--- src/rtl/gfx_float_to_int.sv ---
`default_nettype none
// ============================================================================
//  Module      : gfx_float_to_int
//  Description : Three-stage pipelined IEEE-754 binary32 to signed int32
//                converter. It rounds to nearest-even (or truncates when
//                ROUND_RNE=0), saturates on overflow, flushes denormals
//                to zero and maps NaN to 0. The whole pipeline advances
//                on a single valid/ready stall.
//                Optional macro GFX_FLOAT_TO_INT_FLAGS_EN adds the
//                out_flags = {invalid, inexact} output.
//  Revision    : 1.0  initial release
// ============================================================================
module gfx_float_to_int #(
  parameter int ROUND_RNE = 1
) (
  input  logic        clk,
  input  logic        rst,
  input  logic        in_valid,
  output logic        in_ready,
  input  logic [31:0] in_float,
  output logic        out_valid,
  input  logic        out_ready,
`ifdef GFX_FLOAT_TO_INT_FLAGS_EN
  output logic [1:0]  out_flags,
`endif
  output logic [31:0] out_int
);

  // Result class carried from the shift stage to the round/saturate stage
  typedef enum logic [1:0] {
    CLS_NORM = 2'd0,
    CLS_NAN  = 2'd1,
    CLS_SAT  = 2'd2,
    CLS_MIN  = 2'd3
  } cls_e;

  logic              w_adv;

  // S0 classify registers
  logic              r0_valid;
  logic              r0_sign;
  logic signed [8:0] r0_exp;
  logic              r0_exp_max;
  logic              r0_exp_min;
  logic              r0_mant_zero;
  logic [23:0]       r0_mant;

  // S1 shift registers
  logic              r1_valid;
  logic              r1_sign;
  cls_e              r1_class;
  logic [31:0]       r1_mag;
  logic              r1_guard;
  logic              r1_sticky;

  // S1 combinational
  cls_e              w1_class;
  logic [31:0]       w1_mag;
  logic              w1_guard;
  logic              w1_sticky;
  logic [2:0]        w1_shl_amt;
  logic [4:0]        w1_shr_amt;
  logic [31:0]       w1_shl;
  logic [47:0]       w1_shr;

  // S2 combinational
  logic              w2_inc;
  logic [31:0]       w2_rnd;
  logic [31:0]       w2_signed;
  logic [31:0]       w2_int;

  // The whole pipeline moves together whenever the output slot is free
  assign w_adv    = ~out_valid | out_ready;
  assign in_ready = w_adv;

  // For 23 <= e <= 30, e - 23 equals (e[2:0] + 1) modulo 8
  assign w1_shl_amt = r0_exp[2:0] + 3'd1;
  // For -1 <= e <= 22 the right shift 23 - e lies in 1..24 and fits 5 bits
  assign w1_shr_amt = 5'd23 - r0_exp[4:0];

  assign w1_shl = {8'd0, r0_mant} << w1_shl_amt;
  // Mantissa parked above 24 zero bits: after the shift the integer part
  // sits in [47:24], the guard bit in [23] and the sticky bits below it
  assign w1_shr = {r0_mant, 24'd0} >> w1_shr_amt;

  // S1: pick the magnitude, guard and sticky bits from the exponent range
  always_comb begin
    w1_class  = CLS_NORM;
    w1_mag    = 32'd0;
    w1_guard  = 1'b0;
    w1_sticky = 1'b0;
    if (r0_exp_max) begin
      w1_class = r0_mant_zero ? CLS_SAT : CLS_NAN;
    end else if (r0_exp_min) begin
      w1_sticky = ~r0_mant_zero;
    end else if (r0_exp >= 9'sd31) begin
      // -2^31 is the only out-of-range magnitude that is still representable
      if (r0_sign && (r0_exp == 9'sd31) && r0_mant_zero) begin
        w1_class = CLS_MIN;
      end else begin
        w1_class = CLS_SAT;
      end
    end else if (r0_exp >= 9'sd23) begin
      w1_mag = w1_shl;
    end else if (r0_exp >= -9'sd1) begin
      w1_mag    = {8'd0, w1_shr[47:24]};
      w1_guard  = w1_shr[23];
      w1_sticky = |w1_shr[22:0];
    end else begin
      // Below 0.5: the hidden bit always makes the remainder nonzero
      w1_sticky = 1'b1;
    end
  end

  // Increment only when rounding is enabled and the remainder is above
  // one half, or exactly one half with an odd integer part
  assign w2_inc    = (ROUND_RNE != 0) && r1_guard && (r1_sticky || r1_mag[0]);
  assign w2_rnd    = r1_mag + {31'd0, w2_inc};
  assign w2_signed = r1_sign ? (~w2_rnd + 32'd1) : w2_rnd;

  // S2: apply class overrides on top of the rounded, signed value
  always_comb begin
    w2_int = w2_signed;
    case (r1_class)
      CLS_NAN: w2_int = 32'h0000_0000;
      CLS_SAT: w2_int = r1_sign ? 32'h8000_0000 : 32'h7FFF_FFFF;
      CLS_MIN: w2_int = 32'h8000_0000;
      default: w2_int = w2_signed;
    endcase
  end

`ifdef GFX_FLOAT_TO_INT_FLAGS_EN
  logic [1:0] w2_flags;
  logic       w2_invalid;

  assign w2_invalid = (r1_class == CLS_NAN) || (r1_class == CLS_SAT);

  // Flags: invalid for NaN or saturation, inexact for any discarded fraction
  always_comb begin
    w2_flags = {w2_invalid, (r1_guard | r1_sticky) & ~w2_invalid};
  end
`endif

  // Stage valids and the output register; out_int only updates on real data
  always_ff @(posedge clk) begin
    if (rst) begin
      r0_valid  <= 1'b0;
      r1_valid  <= 1'b0;
      out_valid <= 1'b0;
      out_int   <= 32'd0;
`ifdef GFX_FLOAT_TO_INT_FLAGS_EN
      out_flags <= 2'b00;
`endif
    end else if (w_adv) begin
      r0_valid  <= in_valid & in_ready;
      r1_valid  <= r0_valid;
      out_valid <= r1_valid;
      if (r1_valid) begin
        out_int <= w2_int;
`ifdef GFX_FLOAT_TO_INT_FLAGS_EN
        out_flags <= w2_flags;
`endif
      end
    end
  end

  // Stage data registers; contents of invalid stages are don't-care
  always_ff @(posedge clk) begin
    if (w_adv) begin
      r0_sign      <= in_float[31];
      r0_exp       <= $signed({1'b0, in_float[30:23]}) - 9'sd127;
      r0_exp_max   <= &in_float[30:23];
      r0_exp_min   <= ~|in_float[30:23];
      r0_mant_zero <= ~|in_float[22:0];
      r0_mant      <= {1'b1, in_float[22:0]};

      r1_sign      <= r0_sign;
      r1_class     <= w1_class;
      r1_mag       <= w1_mag;
      r1_guard     <= w1_guard;
      r1_sticky    <= w1_sticky;
    end
  end

endmodule
`default_nettype wire

--- config.mk ---
export PLATFORM = sky130hd
export DESIGN_NAME = gfx_float_to_int
export DESIGN_NICKNAME = d
export VERILOG_FILES = /design/src/rtl/gfx_float_to_int.sv
export SDC_FILE = /design/constraint.sdc
export NUM_CORES = 1
export LEC_CHECK = 0
export ABC_AREA = 1
export CAP_MARGIN = 5
export CORE_ASPECT_RATIO = 0.9
export CORE_MARGIN = 2
export CORE_UTILIZATION = 30
export CTS_CLUSTER_SIZE = 12
export DETAILED_ROUTE_END_ITERATION = 12
export PLACE_DENSITY = 0.49
export SYNTH_ARGS = -nofsm -noshare
export SYNTH_HDL_FRONTEND = slang
export SYNTH_SLANG_ARGS = --single-unit
--- constraint.sdc ---
create_clock -name clk -period 2.4 [get_ports clk]
set_input_delay 0.48 -clock clk [delete_from_list [all_inputs] [get_ports clk]]
set_output_delay 0.48 -clock clk [all_outputs]
set_load 0.01 [all_outputs]
==> results of run 1 <==
[worst paths after layout]
check	start	end	slack, ns	cells after the start
max	r1_mag[0]	out_int[30]	-0.28	19
min	r0_sign	r1_sign	0.48	0
max reg2reg	r1_mag[0]	out_int[30]	-0.28	19
min reg2reg	r0_sign	r1_sign	0.48	0
[layout make-up]
cell class,count,area [sq um],share of cell area
multi-input combinational,942,5120,0.453
sequential,107,2860,0.254
inverter,110,427,0.0378
clock buffer,9,225,0.0199
timing repair buffer,238,2160,0.191
clock inverter,7,67.6,0.00598
tap,348,435,0.0386
[worst max-delay path, delay by kind of cell, from the launching register on]
| family | cells | cell delay, ns |
|---|---|---|
| simple gates | 11 | 1.11 |
| compound gates | 3 | 0.46 |
| fa+ha+maj | 2 | 0.31 |
| flops | 1 | 0.35 |
| buf+inv | 3 | 0.38 |
[metrics by stage]
step           instance area [sq um]   util
4_1_cts                        10700  0.408
6_report                       11300  0.432
5_1_grt                        11300  0.432
3_5_place_dp                   10100  0.388
2_1_floorplan                   8040      -
3_3_place_gp                   10100  0.388
[cells by family after synthesis]
family                     Yosys count
muxes                                9
adders and majority gates           11
DFF                                107
xor gates and xnor gates             7
AOI/OAI and AO/OA                  267
buffers and inverters              159
and+or+nand+nor                    648
[report_power, final]
group | total (mW) | switching [mW] | internal [mW] | leakage (nW)
Combinational | 3.10 | 1.75 | 1.35 | 3.60
Clock | 1.54 | 0.804 | 0.737 | 0.146
Sequential | 2.32 | 0.155 | 2.16 | 1.09
[routing by layer]
layer	vias up	share of wire	track usage
li1	4437	-	-
met1	3972	0.50	0.256
met2	127	0.46	0.299
met3	13	0.031	0.0249
met4	0	0.0076	0.0293
met5	-	0	0
[timing repair]
| item | CTS | global route |
|---|---|---|
| pin swaps | 30 | 61 |
| gates resized for setup | 66 | 176 |
| gates cloned | 0 | 3 |
| buffers inserted | 10 | 15 |
| setup endpoints to repair | 44 | 56 |
[cell usage after synthesis, types with 11 or more instances]
cell / n
nand3_1: 69
a21oi_1: 77
ha_1: 11
nand2_2: 11
nor2_1: 134
nand4_1: 15
dfxtp_1: 35
inv_1: 104
nand2_1: 357
o21ai_0: 157
nor3_1: 16
edfxtp_1: 72
clkbuf_1: 37
[registers in the layout (all words and copies together), names as in the netlist, 2 cells and up]
signal    flops
r0_exp        9
r1_class      2
r0_mant      23
out_int      32
r1_mag       31
==> run summary, run 1 <==
The run finished, with violations left. The final reports fail on setup timing. The count of input and output buffers is 69.

The post-layout net count came out at 1455. For the pin with the worst max-slew slack, the measured transition is 0.775 ns. The proportion of synthesized area in mux cells works out to 0.0113.

The final worst-path cycle share was 1.12. Number of warning messages in the yosys log: 0. The final non-filler cell total was 1761; the adder-cell area share of the yosys netlist was 0.0172.

70 I/O pins were placed. The max-slew violation total from the final report was 0. The weighted congestion at the end of routability-driven global placement is 0.860, and the number of enable flip-flop cells after synthesis is 72. Among all flip-flop cells after synthesis, the most frequent one is edfxtp_1. The number of DRC violations after detailed-routing iteration 0 was 511.

The run gives 8060 as the via count of the first global-routing pass. For this design, the sink count on the clock tree is 107. The compound-gate portion of the synthesized area works out to 0.179.

From bottom edge to top edge, the die measures 159 um. The worst setup path is launched from a flop. For this design the ratio of total power to cell area is 617 nW/um^2.

For the distinct cell type count of the synthesized netlist, the log shows 47. By startpoint and endpoint, the worst setup path is classified as flop to flop. The standard-cell row count is 56, and the layout-stage area growth over the synthesis result is 41.2%.

The largest fanout on the critical path is 7, and the count of H-tree levels built during CTS is 3. For this design, the slowest cell found on the critical path is edfxtp_1. The wire length of the first global-routing pass is 40900 um. The number of setup violations in the final report is 20, and the total of max-cap violations is 0. The number of antenna violations at the first check in global routing was 0. A synthesized cell averages 6.62 sq um. Data on the critical path is required at its endpoint by 2.70 ns. The quantity of hold-fixing buffers added after cts is 0, and the clock period minus final worst setup slack is 2.68 ns.

Based on the critical path, the design can be clocked at up to 0.373 GHz. Across all layers, the routed design uses 8549 vias. The worst ir drop on vdd was 332 uV; the average vias per placed instance was 4.85. The number of clock buffers added by TritonCTS is 9.

The run gives 4.84 nW as the reported leakage power. The deepest clock path buffer count is 2. The most area-hungry cell type in the Yosys netlist was edfxtp_1.

In the routed design, unresolved DRC markers number 0. Synthesis produced a netlist whose cell count is 1208. The total iterations of the first detailed-routing run is 7, and the mapped cell area is 8000 sq um. Fraction of registers with async set or reset after synthesis: 0.

Simple-gate area share of the yosys netlist: 0.351. The synthesized design contains 107 register bits. The combinational family with the most area after synthesis is simple AND/OR/NAND/NOR gates. For this block, the routed nets add up to 25300 um of wire. After detailed routing, the average wire length per cell comes to 14.4 um. The top-area cell type share of the netlist area is 0.270, and the total core area is 26100 sq um.

The parity-gate share of the synthesized area counting xor and xnor cells came out at 0.00767. By area the synthesized netlist is led by edfxtp_1, nand2_1, o21ai_0. TritonCTS built the clock tree.

The effective utilization at floorplan was 0.306. The run gives 73 as the pin count of the biggest net entering global routing. The aggregate global-route resource usage came out at 0.181. The detail route stage leaves a number of antenna-violating nets equal to 0. After global routing the overflow that remains totals 0. The number of diodes was 0. STA classifies the critical path endpoint as a flop. The library cells used most frequently in the layout, excluding fill and tap cells, are nand2_1, buf_4, nor2_1, inv_1, o21ai_0.

The critical path goes through o21a_1, ha_4, ha_4, nand2_4, nor2_4, buf_6, nand3_2, nand2_2, nand2_4, buf_4, nor2_4, nand2_4, nor2_4, inv_2, o21ai_4, nand2_1, nand2_1, nand3_1, a21oi_1. The width of the chip came out at 176 um. The number of placed cells counting well taps is 1718, and the clock transition at the registers of the reported paths is 0.08 ns. The commonest non-fill, non-tap cell in the layout is nand2_1. The wire-length estimate of the detail-placed layout is 19300 um. The worst path arrival time is 2.99 ns, and the area of the die is 28000 sq um.

The layout has 2720 filler cells. Clock skew on the completed layout was measured at 0.00839 ns. Setup repair after global routing could not meet its margin everywhere.

The largest single stage delay on the critical path is 0.35 ns. The share of cells above drive strength 1 works out to 0.262. The sequential-to-total area share from yosys stat is 0.358, and the clock latency of the later-clocked register in the worst-skew pair is 0.37 ns. The final-report hold violation count is 0. Final hold analysis gives a worst-case slack of 0.479 ns.

The run gives 0.483 as the worst slew margin relative to its limit. The classification of the worst-slack hold path was flop to flop. Counting every net in the synthesized netlist gives 1255. The design draws 6.96 mW. At the placement stage, the worst setup path has a slack of -0.330 ns. The least setup slack across all paths after layout was -0.284 ns. Adding up every negative setup slack in the final design gives -3.95 ns. CTS placed an instance of clkbuf_16 at the clock tree root.
(Power assumes the default switching activity.)
==> run 2, diff against run 1 <==
- SKIP_LAST_GASP: not set -> 1
==> run summary, run 2 (synthesis results as in run 1) <==
The least setup slack across all paths after layout was -0.254 ns (+0.0295 ns); the maximum operating frequency was 0.377 GHz (+1.1%). Share of cells above drive strength 1: 0.255 (-0.00637). The worst path arrival time is 2.91 ns (-0.08 ns), and the standard-cell row count is 56 (unchanged).

The run gives 73 (unchanged) as the pin count of the biggest net entering global routing. Setup repair after global routing could not meet its margin everywhere. The number of setup violations in the final report was 18 (-10%); the final routed wire length divided by cell count was 14.4 um (about the same). The cell family contributing the most delay on the critical path is simple AND/OR/NAND/NOR gates.

The count of input and output buffers was 69 (unchanged). The run finished, with violations left. The tools report the final-report hold violation count as 0 (unchanged). The path class of the tightest hold or removal check is flop to flop. The library cell used most frequently in the layout, excluding fill and tap cells, is nand2_1. Largest register by flop count: out_int. The area of all sequential standard cells was 2860 sq um (unchanged). The tools report the final non-filler cell total as 1761 (unchanged). The logs give 19300 um (unchanged) for the total half-perimeter wirelength after legalization and detailed placement and 5100 sq um (-0.37%) for the area used by multi-input combinational logic. Total iterations of the first detailed-routing run: 5 (-2). The clock latency of the later-clocked register in the worst-skew pair was 0.37 ns (about the same); the final-layout fill cell count was 2729 (+0.33%). The via total after detailed routing is 8584 (+0.41%). The total of max-cap violations is 0 (unchanged). The number of flip-flops under the largest register name came out at 32 (unchanged). Nature of the critical path endpoint: a flop. For the total grt overflow, the log shows 0 (unchanged). The logs give 10100 sq um (unchanged) for the area of placed instances and 0.479 ns (-0.0000160 ns) for the final hold slack. Worst ir drop on vdd: 344 uV (+3.4%). The layout-stage area growth over the synthesis result was 40.9%; the post-layout net count was 1455 (unchanged). The aggregate negative setup slack is -3.21 ns (+0.747 ns). For the deepest clock path buffer count, the log shows 2 (unchanged). On the critical path, the stage with the largest delay is an instance of edfxtp_1.

The count of buffering cells on the critical path with inverters included is 4 (+1). Clock tree synthesis selected as its root buffer the cell clkbuf_16. The worst setup path is launched from a flop. The logs give 25300 um (about the same) for the post-detailed-routing wire length and 0 (unchanged) for the number of antenna violations at the first check in global routing. Walking the worst path, the cells encountered are o21a_1, ha_4, ha_4, nand2_4, nor2_4, buf_6, nand3_2, nand2_2, nand2_4, buf_4, nor2_4, nand2_4, nor2_4, inv_2, buf_4, nand2_2, a21oi_1, o21ai_1, a21oi_1.

The clock transition at the registers of the reported paths was 0.08 ns (about the same). The transition time at the pin with the least slew margin came out at 0.770 ns (-0.00528 ns). TritonCTS built the clock tree. The tools report the number of diodes as 0 (unchanged). For the worst slew margin relative to its limit, the log shows 0.486 (+0.00352).

The power per standard cell area works out to 616 nW/um^2 (about the same). The number of buffers inserted during clock tree synthesis was 9 (unchanged); the required time of the critical path was 2.65 ns (-0.05 ns). The number of placed cells counting well taps was 1718 (unchanged); the number of DRC violations after detailed-routing iteration 0 was 531 (+3.9%). The number of nets with antenna violations after detailed routing is 0 (unchanged), and the average vias per placed instance is 4.87 (+0.41%).

Via count of the first global-routing pass: 8058 (-0.025%). The tools report the number of sinks on the clock net as 107 (unchanged). The final reports fail on setup timing.

Count of boundary I/O pins: 70 (unchanged). The worst reg-to-reg setup slack was -0.25 ns (+0.03 ns); the area of the die was 28000 sq um (unchanged). The quantity of hold-fixing buffers added after cts came out at 0 (unchanged). The max-slew violation total from the final report was 0 (unchanged). The weighted congestion at the end of routability-driven global placement was 0.860 (unchanged).

The largest registers in the layout are out_int: 32 flops, r1_mag: 31 flops, r0_mant: 23 flops. The wire length of the first global-routing pass came out at 40900 um (unchanged). The aggregate global-route resource usage came out at 0.181 (unchanged). Post-placement worst setup slack: -0.330 ns (unchanged). The library cells used most frequently in the layout, excluding fill and tap cells, are nand2_1, buf_4, nor2_1, o21ai_0, inv_1. The total DRC errors in the routed layout came out at 0 (unchanged). The setup path with the least slack is of type flop to flop. The clock period minus final worst setup slack is 2.65 ns (-0.0295 ns), and the final clock skew is 0.00680 ns (-0.00159 ns). The area of all placed cells without fillers was 11300 sq um (-0.19%). The tools report the count of H-tree levels built during CTS as 3 (unchanged). The width of the chip came out at 176 um (unchanged). The effective utilization at floorplan was 0.306 (unchanged); the height of the die was 159 um (unchanged).

The worst stage delay on the critical path is 0.35 ns (about the same), and the total core area is 26100 sq um (unchanged). The reported leakage power was 4.83 nW (-0.21%); the largest fanout on the critical path was 7 (unchanged). The final worst-path cycle share works out to 1.11 (-0.0123).
[run 2: final timing paths]
kind	start	to	cells past startpoint
min reg2reg	r0_sign	r1_sign	0
max	r1_mag[0]	out_int[14]	19
max reg2reg	r1_mag[0]	out_int[14]	19
min	r0_sign	r1_sign	0
[run 2: metrics by stage]
step                 util  power (mW)
global placement    0.388        4.99
CTS                 0.408        6.69
finish              0.431        6.95
detailed placement  0.388        5.00
floorplan               -        3.88
global route        0.431        7.45
[run 2: where the power goes]
part,switching (mW),total [mW],internal [mW]
Clock,0.801,1.54,0.737
Combinational,1.75,3.09,1.34
Sequential,0.153,2.32,2.16
[run 2: final cells by class]
type	instances	area share
clock buffers	9	0.0200
well taps	348	0.0386
inverters	110	0.0376
multi-input cells	942	0.452
flip-flops and latches	107	0.254
repair buffers	238	0.191
clock inverters	7	0.00599
[run 2: routing by layer]
| layer | share of wire | track usage | routed length, um | vias to the layer above |
|---|---|---|---|---|
| li1 | - | - | - | 4437 |
| met1 | 0.49 | 0.256 | 12500 | 3995 |
| met2 | 0.47 | 0.299 | 11800 | 139 |
| met3 | 0.034 | 0.0249 | 860 | 13 |
| met4 | 0.0076 | 0.0293 | 192 | 0 |
| met5 | 0 | 0 | 0 | - |
[run 2: worst reg2reg max path, cell delays in order, from the launching register on]
cell and delay [ns]:
edfxtp_1 0.35, o21a_1 0.16, ha_4 0.16, ha_4 0.15, nand2_4 0.05, nor2_4 0.25
buf_6 0.15, nand3_2 0.08, nand2_2 0.12, nand2_4 0.06, buf_4 0.15, nor2_4 0.13
nand2_4 0.07, nor2_4 0.14, inv_2 0.07, buf_4 0.14, nand2_2 0.06, a21oi_1 0.06
o21ai_1 0.13, a21oi_1 0.08
[run 2: repair_timing]
action | in CTS | in global routing
cloned | 0 | 3
pin swaps | 29 | 66
resized for setup | 64 | 160
buffers inserted | 10 | 15
setup endpoints to repair | 44 | 56
